==> src/rtl/i2cmb_multi_bus_monitor.sv <==
// Passive monitor for NUM_BUSES I2C buses: decodes START/RSTART/STOP/BYTE events per bus and
// merges them through round-robin arbitration into one first-word-fall-through record FIFO.
module i2cmb_multi_bus_monitor #(
    parameter int NUM_BUSES   = 16,
    parameter int FIFO_DEPTH  = 8,
    parameter int SYNC_STAGES = 2
) (
    input  logic                 clk_i,
    input  logic                 rst_i,
    input  logic                 enable_i,
    input  logic [NUM_BUSES-1:0] scl_i,
    input  logic [NUM_BUSES-1:0] sda_i,
    output logic                 rec_valid_o,
    input  logic                 rec_ready_i,
    output logic [15:0]          rec_data_o,
    output logic [NUM_BUSES-1:0] busy_o,
    output logic [NUM_BUSES-1:0] overflow_o,
    input  logic                 overflow_clr_i
);
    localparam int PTR_W = $clog2(FIFO_DEPTH);
    localparam logic [1:0] KIND_START  = 2'b00;
    localparam logic [1:0] KIND_RSTART = 2'b01;
    localparam logic [1:0] KIND_STOP   = 2'b10;
    localparam logic [1:0] KIND_BYTE   = 2'b11;

    typedef enum logic {IDLE, BITS} state_t;

    logic [NUM_BUSES-1:0] scl_sync [SYNC_STAGES];
    logic [NUM_BUSES-1:0] sda_sync [SYNC_STAGES];
    logic [NUM_BUSES-1:0] scl_now, sda_now, scl_prev, sda_prev;
    logic [NUM_BUSES-1:0] start_ev, stop_ev, rise_ev, sda_ev;

    state_t     state      [NUM_BUSES];
    state_t     state_next [NUM_BUSES];
    logic [3:0] bit_cnt      [NUM_BUSES];
    logic [3:0] bit_cnt_next [NUM_BUSES];
    logic [7:0] shift      [NUM_BUSES];
    logic [7:0] shift_next [NUM_BUSES];
    logic [NUM_BUSES-1:0] emit;
    logic [15:0]          emit_rec [NUM_BUSES];

    logic [NUM_BUSES-1:0] pend_valid, req, grant, overflow_set;
    logic [15:0]          pend_rec [NUM_BUSES];
    logic [3:0]           last_grant, grant_idx, scan_idx;
    logic                 push, pop, full, empty, can_push;

    logic [15:0]    mem [FIFO_DEPTH];
    logic [PTR_W:0] wr_ptr, rd_ptr;

    assign scl_now = scl_sync[SYNC_STAGES-1];
    assign sda_now = sda_sync[SYNC_STAGES-1];

    // Synchronisers reset to 1 so an idle bus never shows a false edge; events are registered.
    always_ff @(posedge clk_i or posedge rst_i) begin
        if (rst_i) begin
            for (int s = 0; s < SYNC_STAGES; s++) begin
                scl_sync[s] <= '1;
                sda_sync[s] <= '1;
            end
            scl_prev <= '1;
            sda_prev <= '1;
            start_ev <= '0;
            stop_ev  <= '0;
            rise_ev  <= '0;
            sda_ev   <= '1;
        end else begin
            scl_sync[0] <= scl_i;
            sda_sync[0] <= sda_i;
            for (int s = 1; s < SYNC_STAGES; s++) begin
                scl_sync[s] <= scl_sync[s-1];
                sda_sync[s] <= sda_sync[s-1];
            end
            scl_prev <= scl_now;
            sda_prev <= sda_now;
            start_ev <= scl_now & scl_prev & ~sda_now & sda_prev;
            stop_ev  <= scl_now & scl_prev & sda_now & ~sda_prev;
            rise_ev  <= scl_now & ~scl_prev;
            sda_ev   <= sda_now;
        end
    end

    always_ff @(posedge clk_i or posedge rst_i) begin
        if (rst_i) begin
            for (int b = 0; b < NUM_BUSES; b++) begin
                state[b]   <= IDLE;
                bit_cnt[b] <= '0;
                shift[b]   <= '0;
            end
        end else begin
            for (int b = 0; b < NUM_BUSES; b++) begin
                state[b]   <= state_next[b];
                bit_cnt[b] <= bit_cnt_next[b];
                shift[b]   <= shift_next[b];
            end
        end
    end

    always_comb begin
        for (int b = 0; b < NUM_BUSES; b++) begin
            state_next[b] = state[b];
            if (!enable_i)
                state_next[b] = IDLE;
            else if (start_ev[b])
                state_next[b] = BITS;
            else if (stop_ev[b])
                state_next[b] = IDLE;
        end
    end

    // Bit 8 after a START is the ACK slot; any START/STOP discards the partial byte.
    always_comb begin
        emit   = '0;
        busy_o = '0;
        for (int b = 0; b < NUM_BUSES; b++) begin
            emit_rec[b]     = '0;
            bit_cnt_next[b] = bit_cnt[b];
            shift_next[b]   = shift[b];
            busy_o[b]       = (state[b] == BITS);
            if (!enable_i) begin
                bit_cnt_next[b] = '0;
            end else if (start_ev[b]) begin
                emit[b]         = 1'b1;
                emit_rec[b]     = {4'(b), (state[b] == BITS) ? KIND_RSTART : KIND_START, 10'd0};
                bit_cnt_next[b] = '0;
            end else if (stop_ev[b] && state[b] == BITS) begin
                emit[b]         = 1'b1;
                emit_rec[b]     = {4'(b), KIND_STOP, 10'd0};
                bit_cnt_next[b] = '0;
            end else if (rise_ev[b] && state[b] == BITS) begin
                if (bit_cnt[b] == 4'd8) begin
                    emit[b]         = 1'b1;
                    emit_rec[b]     = {4'(b), KIND_BYTE, ~sda_ev[b], 1'b0, shift[b]};
                    bit_cnt_next[b] = '0;
                end else begin
                    shift_next[b]   = {shift[b][6:0], sda_ev[b]};
                    bit_cnt_next[b] = bit_cnt[b] + 4'd1;
                end
            end
        end
    end

    // Round-robin scan begins just after the previously granted bus.
    always_comb begin
        req       = pend_valid & {NUM_BUSES{enable_i}};
        grant     = '0;
        grant_idx = last_grant;
        scan_idx  = '0;
        push      = 1'b0;
        if (can_push) begin
            for (int i = 1; i <= NUM_BUSES; i++) begin
                scan_idx = 4'((int'(last_grant) + i) % NUM_BUSES);
                if (!push && req[scan_idx]) begin
                    push      = 1'b1;
                    grant_idx = scan_idx;
                end
            end
        end
        if (push)
            grant[grant_idx] = 1'b1;
    end

    assign overflow_set = emit & pend_valid & ~grant;

    always_ff @(posedge clk_i or posedge rst_i) begin
        if (rst_i) begin
            pend_valid <= '0;
            overflow_o <= '0;
            last_grant <= 4'(NUM_BUSES - 1);
            for (int b = 0; b < NUM_BUSES; b++)
                pend_rec[b] <= '0;
        end else begin
            overflow_o <= (overflow_o & ~{NUM_BUSES{overflow_clr_i}}) | overflow_set;
            if (push)
                last_grant <= grant_idx;
            for (int b = 0; b < NUM_BUSES; b++) begin
                if (!enable_i) begin
                    pend_valid[b] <= 1'b0;
                end else if (emit[b] && (!pend_valid[b] || grant[b])) begin
                    pend_valid[b] <= 1'b1;
                    pend_rec[b]   <= emit_rec[b];
                end else if (grant[b]) begin
                    pend_valid[b] <= 1'b0;
                end
            end
        end
    end

    assign empty       = (wr_ptr == rd_ptr);
    assign full        = (wr_ptr[PTR_W] != rd_ptr[PTR_W]) &&
                         (wr_ptr[PTR_W-1:0] == rd_ptr[PTR_W-1:0]);
    assign pop         = !empty && rec_ready_i;
    assign can_push    = !full || pop;
    assign rec_valid_o = !empty;
    assign rec_data_o  = empty ? 16'h0000 : mem[rd_ptr[PTR_W-1:0]];

    always_ff @(posedge clk_i or posedge rst_i) begin
        if (rst_i) begin
            wr_ptr <= '0;
            rd_ptr <= '0;
        end else begin
            if (push)
                wr_ptr <= wr_ptr + 1'b1;
            if (pop)
                rd_ptr <= rd_ptr + 1'b1;
        end
    end

    always_ff @(posedge clk_i) begin
        if (push)
            mem[wr_ptr[PTR_W-1:0]] <= pend_rec[grant_idx];
    end
endmodule
==> config.mk <==
export PLATFORM = sky130hd
export DESIGN_NAME = i2cmb_multi_bus_monitor
export DESIGN_NICKNAME = d
export VERILOG_FILES = /design/src/rtl/i2cmb_multi_bus_monitor.sv
export SDC_FILE = /design/constraint.sdc
export NUM_CORES = 1
export LEC_CHECK = 0
export ABC_AREA = 1
export CAP_MARGIN = 20
export CORE_MARGIN = 4
export CORE_UTILIZATION = 60
export CTS_CLUSTER_DIAMETER = 80
export DETAILED_ROUTE_END_ITERATION = 7
export MAX_ROUTING_LAYER = met4
export PLACE_DENSITY = 0.78
export SKIP_CTS_REPAIR_TIMING = 1
export SLEW_MARGIN = 20
export SYNTH_ARGS = -nofsm -noshare
export SYNTH_HDL_FRONTEND = slang
export SYNTH_SLANG_ARGS = --single-unit
==> constraint.sdc <==
create_clock -name clk_i -period 70.3 [get_ports clk_i]
set_clock_uncertainty 0.2 [all_clocks]
set_input_delay 21.09 -clock clk_i [delete_from_list [all_inputs] [get_ports clk_i]]
set_output_delay 21.09 -clock clk_i [all_outputs]
set_load 0.03 [all_outputs]
=== Yosys cells after proc, flatten, opt, wreduce, memory -nomap -nowiden ===
Memories as Yosys holds them, arrays and structs flattened.
Cells that the tools add are included.

* Register bits: 652
* RAM bits: 128
* Word-level logic and storage cells: 869
* Memories: 1

{| class="wikitable"
|+ Memory list
! name !! words !! width !! read ports !! clocked after memory_dff !! write ports !! line !! source
|-
| mem || 8 || 16 || 1 || 0 || 1 || 47 || <nowiki>logic [15:0] mem [FIFO_DEPTH];</nowiki>
|}

* $add $sub $neg: 34
* Magnitude comparators: 19
* Equal/unequal tests: 67
* Muxes and demuxes: 426
* Bitwise logic cells: 81
* Reduce and logical (&&, ||, !) cells: 148

{| class="wikitable"
|+ Operators with widths
! operator !! count
|-
| $mux 16 || 36
|-
| $mux 4 || 97
|-
| $mux 1 || 243
|-
| $mux 15 || 16
|-
| $and 16x16->16 || 10
|-
| $mux 14 || 8
|-
| $ne 3x1->1 const B || 32
|-
| $lt 4x5->1 const B || 17
|-
| $add 4x1->4 const B || 20
|-
| $not 16->16 || 5
|-
| $reduce_and 5->1 || 16
|-
| $logic_and 1x1->1 || 66
|-
| $bmux 1 s4 || 16
|-
| $bmux 16 s4 || 1
|-
| $eq 4x4->1 const B || 16
|-
| $ne 4x1->1 const B || 16
|-
| $not 1->1 || 64
|-
| $mux 13 || 4
|-
| $mux 12 || 4
|-
| $logic_not 1->1 || 33
|-
| $add 4x4->4 const B || 8
|-
| $reduce_and 2->1 || 16
|-
| $logic_or 1x1->1 || 17
|-
| $add 4x3->4 const B || 4
|-
| 9 further kinds || 10
|}

=== Longest topological paths before layout ===
* Depth in word-level cells: 74
* Gate-level depth with buffers: 38
* Mapped depth without buffers: 33

=== Worst setup path after synthesis ===
No wires, ideal clock.

* Kind: input -> register
* Start point: in enable_i
* End point: mem mem[0][0] (data pin)
* Setup time: 0.317 ns
* Arrival time: 23.972 ns
* Required time: 69.783 ns
* Slack: 45.811 ns
* Stages: 29
* Buffers on the path: 5
* Path through: buf_6 -> buf_2 -> nand2_1 -> nand2_1 -> nand2_1 -> nand2_1 -> nand3_1 -> nand3_1 -> nand2_1 -> nand3_4 -> nor2_4 -> nand4_4 -> nor3_4 -> nand4_4 -> nor2_8 -> nand3_4 -> nand3_1 -> nand3_1 -> nand2_2 -> buf_6 -> inv_2 -> buf_2 -> buf_2 -> nand2_1 -> nand2_1 -> nand2_1 -> nand3_1 -> nand2_1 -> nand4_1

* Cells in the longest elaborated chain, start to end: 69

{| class="wikitable"
|+ RTL lines
! item !! line !! source
|-
| start: declaration || 10 || <nowiki>input logic enable_i,</nowiki>
|-
| $and 16x16->16 * || 144 || <nowiki>req = pend_valid & {NUM_BUSES{enable_i}};</nowiki>
|-
| $bmux 1 s4 || 152 || <nowiki>if (!push && req[scan_idx]) begin</nowiki>
|-
| $mux 1 (implied by the code) || 152 ||
|-
| $mux 1 || 152 ||
|-
| $mux 1 || 149 || <nowiki>if (can_push) begin</nowiki>
|-
| $logic_not 1->1 || 152 ||
|-
| $logic_and 1x1->1 || 152 ||
|-
| $mux 1 || 152 ||
|-
| (+52 left out) || -- ||
|-
| $mux 1 || 149 ||
|-
| $logic_not 1->1 || 152 ||
|-
| $logic_and 1x1->1 || 152 ||
|-
| $mux 4 * || 152 ||
|-
| $mux 4 * || 149 ||
|-
| $not 4->5 (implied by the code) * || 210 || <nowiki>mem[wr_ptr[PTR_W-1:0]] <= pend_rec[grant_idx];</nowiki>
|-
| $bmux 16 s4 * || 210 ||
|-
| $mux 16 (implied by the code) * (2 in a row) || 210 ||
|-
| end: declaration || 47 ||
|}

Mark *: on every way between the ends. The rest lies on a longest branch, timed or not. The select of a mux whose other input is x is not followed.

=== Worst setup path in the final report ===
* Start point: in enable_i
* End point: mem mem[7][1] (data pin)

Same word-level chain as after synthesis.

==> impl.org <==
** Clock network
- TritonCTS clock tree :: built
- Clock-pin slew reported for the worst setup and hold paths after clock tree synthesis :: 0.06 ns
- At the later pin of the worst-skew pair, clock insertion delay measures 0.64 ns.
- TritonCTS buffer count :: 74
- The clock net in this run drives a total of 707 sinks.
- H-tree depth :: 3
- The clock passes through at most 3 buffers.
- Master cell of the clock root buffer :: sky130_fd_sc_hd__clkbuf_16

** Run
- Count of max-cap constraint violations :: 0

** Drt
- Number of routed nets with antenna violations :: 0
- The detailed router finished its first iteration with 2559 violations.
- Detailed-route wire length on metal 1 :: 35460 um
- First-pass iteration count of the detailed router :: 6
- For this run, design rule violations remaining after detail routing come to 0.
- Total length of routed met2 wires :: 37470 um
- Total wire length :: 81020 um
- Highest routed metal layer :: met4
- Per-cell routed wire length :: 17.29 um
- Avg Vias per Cell :: 5.540
- Number of vias in the routed layout :: 25950
- Total met3 wirelength after detailed routing :: 5644 um

** Power and ir drop
- Peak supply drop :: 87.53 uV
- In this run the power density over the cells is 49.81 nW/um^2.
- The analysis attributes to cell leakage a power of 16.81 nW.

** Yosys
- Number of nets in the synthesized netlist :: 3977
- The biggest area contributor in the post-synthesis netlist is sky130_fd_sc_hd__dfrtp_1.
- Per-instance average area after synthesis :: 8.400 um^2
- In the synthesized netlist, the number of instances is 3899.
- The synthesized design contains 707 register bits.
- Synthesized cell area :: 32750 um^2
- The Yosys step of the flow raised 0 warnings.
- Area share of the leading cell type in the synthesized netlist :: 37.21%
- Cell variety after synth :: 47
- Part of the Yosys area used for sequential elements :: 56.23%
- Leading post-synthesis cells by cell area :: sky130_fd_sc_hd__dfrtp_1 (37%), sky130_fd_sc_hd__nand2_1 (13%), sky130_fd_sc_hd__edfxtp_1 (11%)

** Timing
- The hold violation count in the final report is 0.
- Setup violations remaining at the end of the flow were counted as 0.
- Max frequency :: 37.91 MHz
- Measured against its own limit, the worst slew margin works out to 26.44%.
- After layout, the worst path uses 37.52% of the clock period.
- The max-slew violation count is 0.
- In the final timing run, aggregate negative setup slack is 0 ns.
- Post-route minimum period :: 26.38 ns
- RSZ-0062 raised after global routing :: no
- At the pin with the least slew margin, the transition time is 1.102 ns.

** Cells and area
- The library cell used most frequently in the layout, excluding fill and tap cells, is sky130_fd_sc_hd__nand2_1.
- Layout cells sized above 1 :: 8.074%
- Final net count :: 4005
- From synthesis to final layout, the design area changed by 10.91%.
- Cells fill 67.37% of the core in the end.
- Top library cells by usage in the layout, fill and taps aside :: sky130_fd_sc_hd__nand2_1 (1131), sky130_fd_sc_hd__dfrtp_1 (487), sky130_fd_sc_hd__nand3_1 (443), sky130_fd_sc_hd__nor2_1 (407), sky130_fd_sc_hd__inv_1 (399)

** Global routing
- Antenna violations before repair :: 1
- Grt total ovfl :: 0
- Pin count of the biggest net entering global routing :: 108
- Vias in the first global route :: 24530
- First-pass GRT wire length :: 131600 um
- Total routing resource utilization after global routing :: 28.64%

** Place
- Port Buffer Count :: 84
- Gpl congestion :: 1.011
- After legalization and detailed placement, the total HPWL measured 55820 um.

** Floorplanning
- In this run the standard cell core region covers 53920 um^2.
- 86 I/O pins were placed.
- Starting utilization of the core area :: 60.74%
- DIE HEIGHT :: 241.6 um
- Width of the die :: 241.6 um
- The die covers 58390 um^2.
- In this run the core area contains 85 standard-cell rows.

** Critical path
- Data on the critical path is required at its endpoint by 70.29 ns.
- Launch point of the critical path :: enable_i
- Worst stage delay on the critical path :: 0.80 ns
- The largest individual stage delay along the critical path comes from the cell sky130_fd_sc_hd__buf_2.
- The worst register-to-register path begins at last_grant[0]$_DFFE_PP1P_.
- Most frequent cell on the critical path :: sky130_fd_sc_hd__nand2_1
- The worst setup path is captured at a register.
- The setup path with the least slack is of type input pin to register.
- For the worst setup path, the data arrival time is 26.36 ns.
- Crit start category :: input pin
- In this run the worst path has a maximum fanout of 83.

** Min path
- In this run the most critical hold path is launched from scl_sync[31]$_DFF_PP1_.
- Worst min-delay path class :: register to register

** Outcome
- Run status :: completed
## synth_stat cells, drive strengths merged
master,instances
nand2,1166
dfrtp,487
nand3,454
nor2,425
inv,412
o21ai,260
edfxtp,120
dfstp,100
a21oi,92
buf,79
clkbuf,71
nor3,55
ha,41
nand4,40
o22ai,36
a31oi,18
xor2,16
and3,10
xnor2,5
clkinv,3
a21boi,2
o21a,2
a22oi,1
a41oi,1
conb,1
nor4,1
or2,1
## worst max-delay path, delay by kind of cell
kind | cells | cell delay, ns
and+or+nand+nor | 24 | 2.81
buffers and inverters | 5 | 2.30
## state kept, by name (all words and copies together) (netlist names)
register    cells
stop_ev        16
bit_cnt        64
last_grant      4
scl_prev       16
rise_ev        16
mem           120
overflow_o     16
shift         128
busy_o         16
sda_now        16
pend_rec      191
rd_ptr          4
start_ev       16
scl_now        16
sda_sync       16
scl_sync       16
wr_ptr          4
pend_valid     16
sda_ev         16
## layer usage
layer / vias up / global-route usage (%)
li1: 12580 / -
met3: 158 / 4.475
met2: 860 / 44.02
met5: - / -
met1: 12360 / 40.18
met4: 0 / 8.400
## per-stage QoR
stage	cells	hold slack [ns]	total power, mW	setup WS [ns]	area [um^2]
2_1_floorplan	3899	0.1452	1.198	32.75	32750
3_3_place_gp	4546	0.1453	1.388	43.67	33840
3_5_place_dp	4546	0.1469	1.400	43.58	33840
4_1_cts	4683	0.1549	1.798	44.17	36310
5_1_grt	4685	0.1555	1.918	43.45	36330
6_report	4685	0.1529	1.809	43.92	36330
## cell families after synthesis
kind of cell / synth area share (%)
xor gates and xnor gates: 0.6074
AOI/OAI and AO/OA: 6.597
buffers and inverters: 7.151
adders and majority gates: 1.566
DFF: 56.23
other: 0.01145
and+or+nand+nor: 27.83
## cell type report
class / count / area, um^2
Clock buffer: 101 / 2023
Clock inverter: 36 / 442.9
Antenna cell: 1 / 2.502
Tap cell: 696 / 870.8
Fill cell: 4241 / 17590
Inverter: 415 / 1575
Timing Repair Buffer: 102 / 978.4
Multi-Input combinational cell: 2627 / 12020
Sequential cell: 707 / 18420
## final timing paths
check	to	slack, ns	cells after the start
max	mem[7][1]$_DFFE_PP_	43.92	29
min	scl_now[15]$_DFF_PP1_	0.15	0
max reg2reg	mem[7][1]$_DFFE_PP_	63.02	26
min reg2reg	scl_now[15]$_DFF_PP1_	0.15	0
max in group asynchronous	wr_ptr[3]$_DFFE_PP0P_	46.92	4
min in group asynchronous	rise_ev[7]$_DFF_PP0_	20.80	2
## report_power, final
group	switching, mW	internal, mW	total (mW)
clock network	0.165	0.231	0.396
registers	0.0239	0.517	0.541
logic	0.686	0.186	0.873
(Power assumes the default switching activity.)
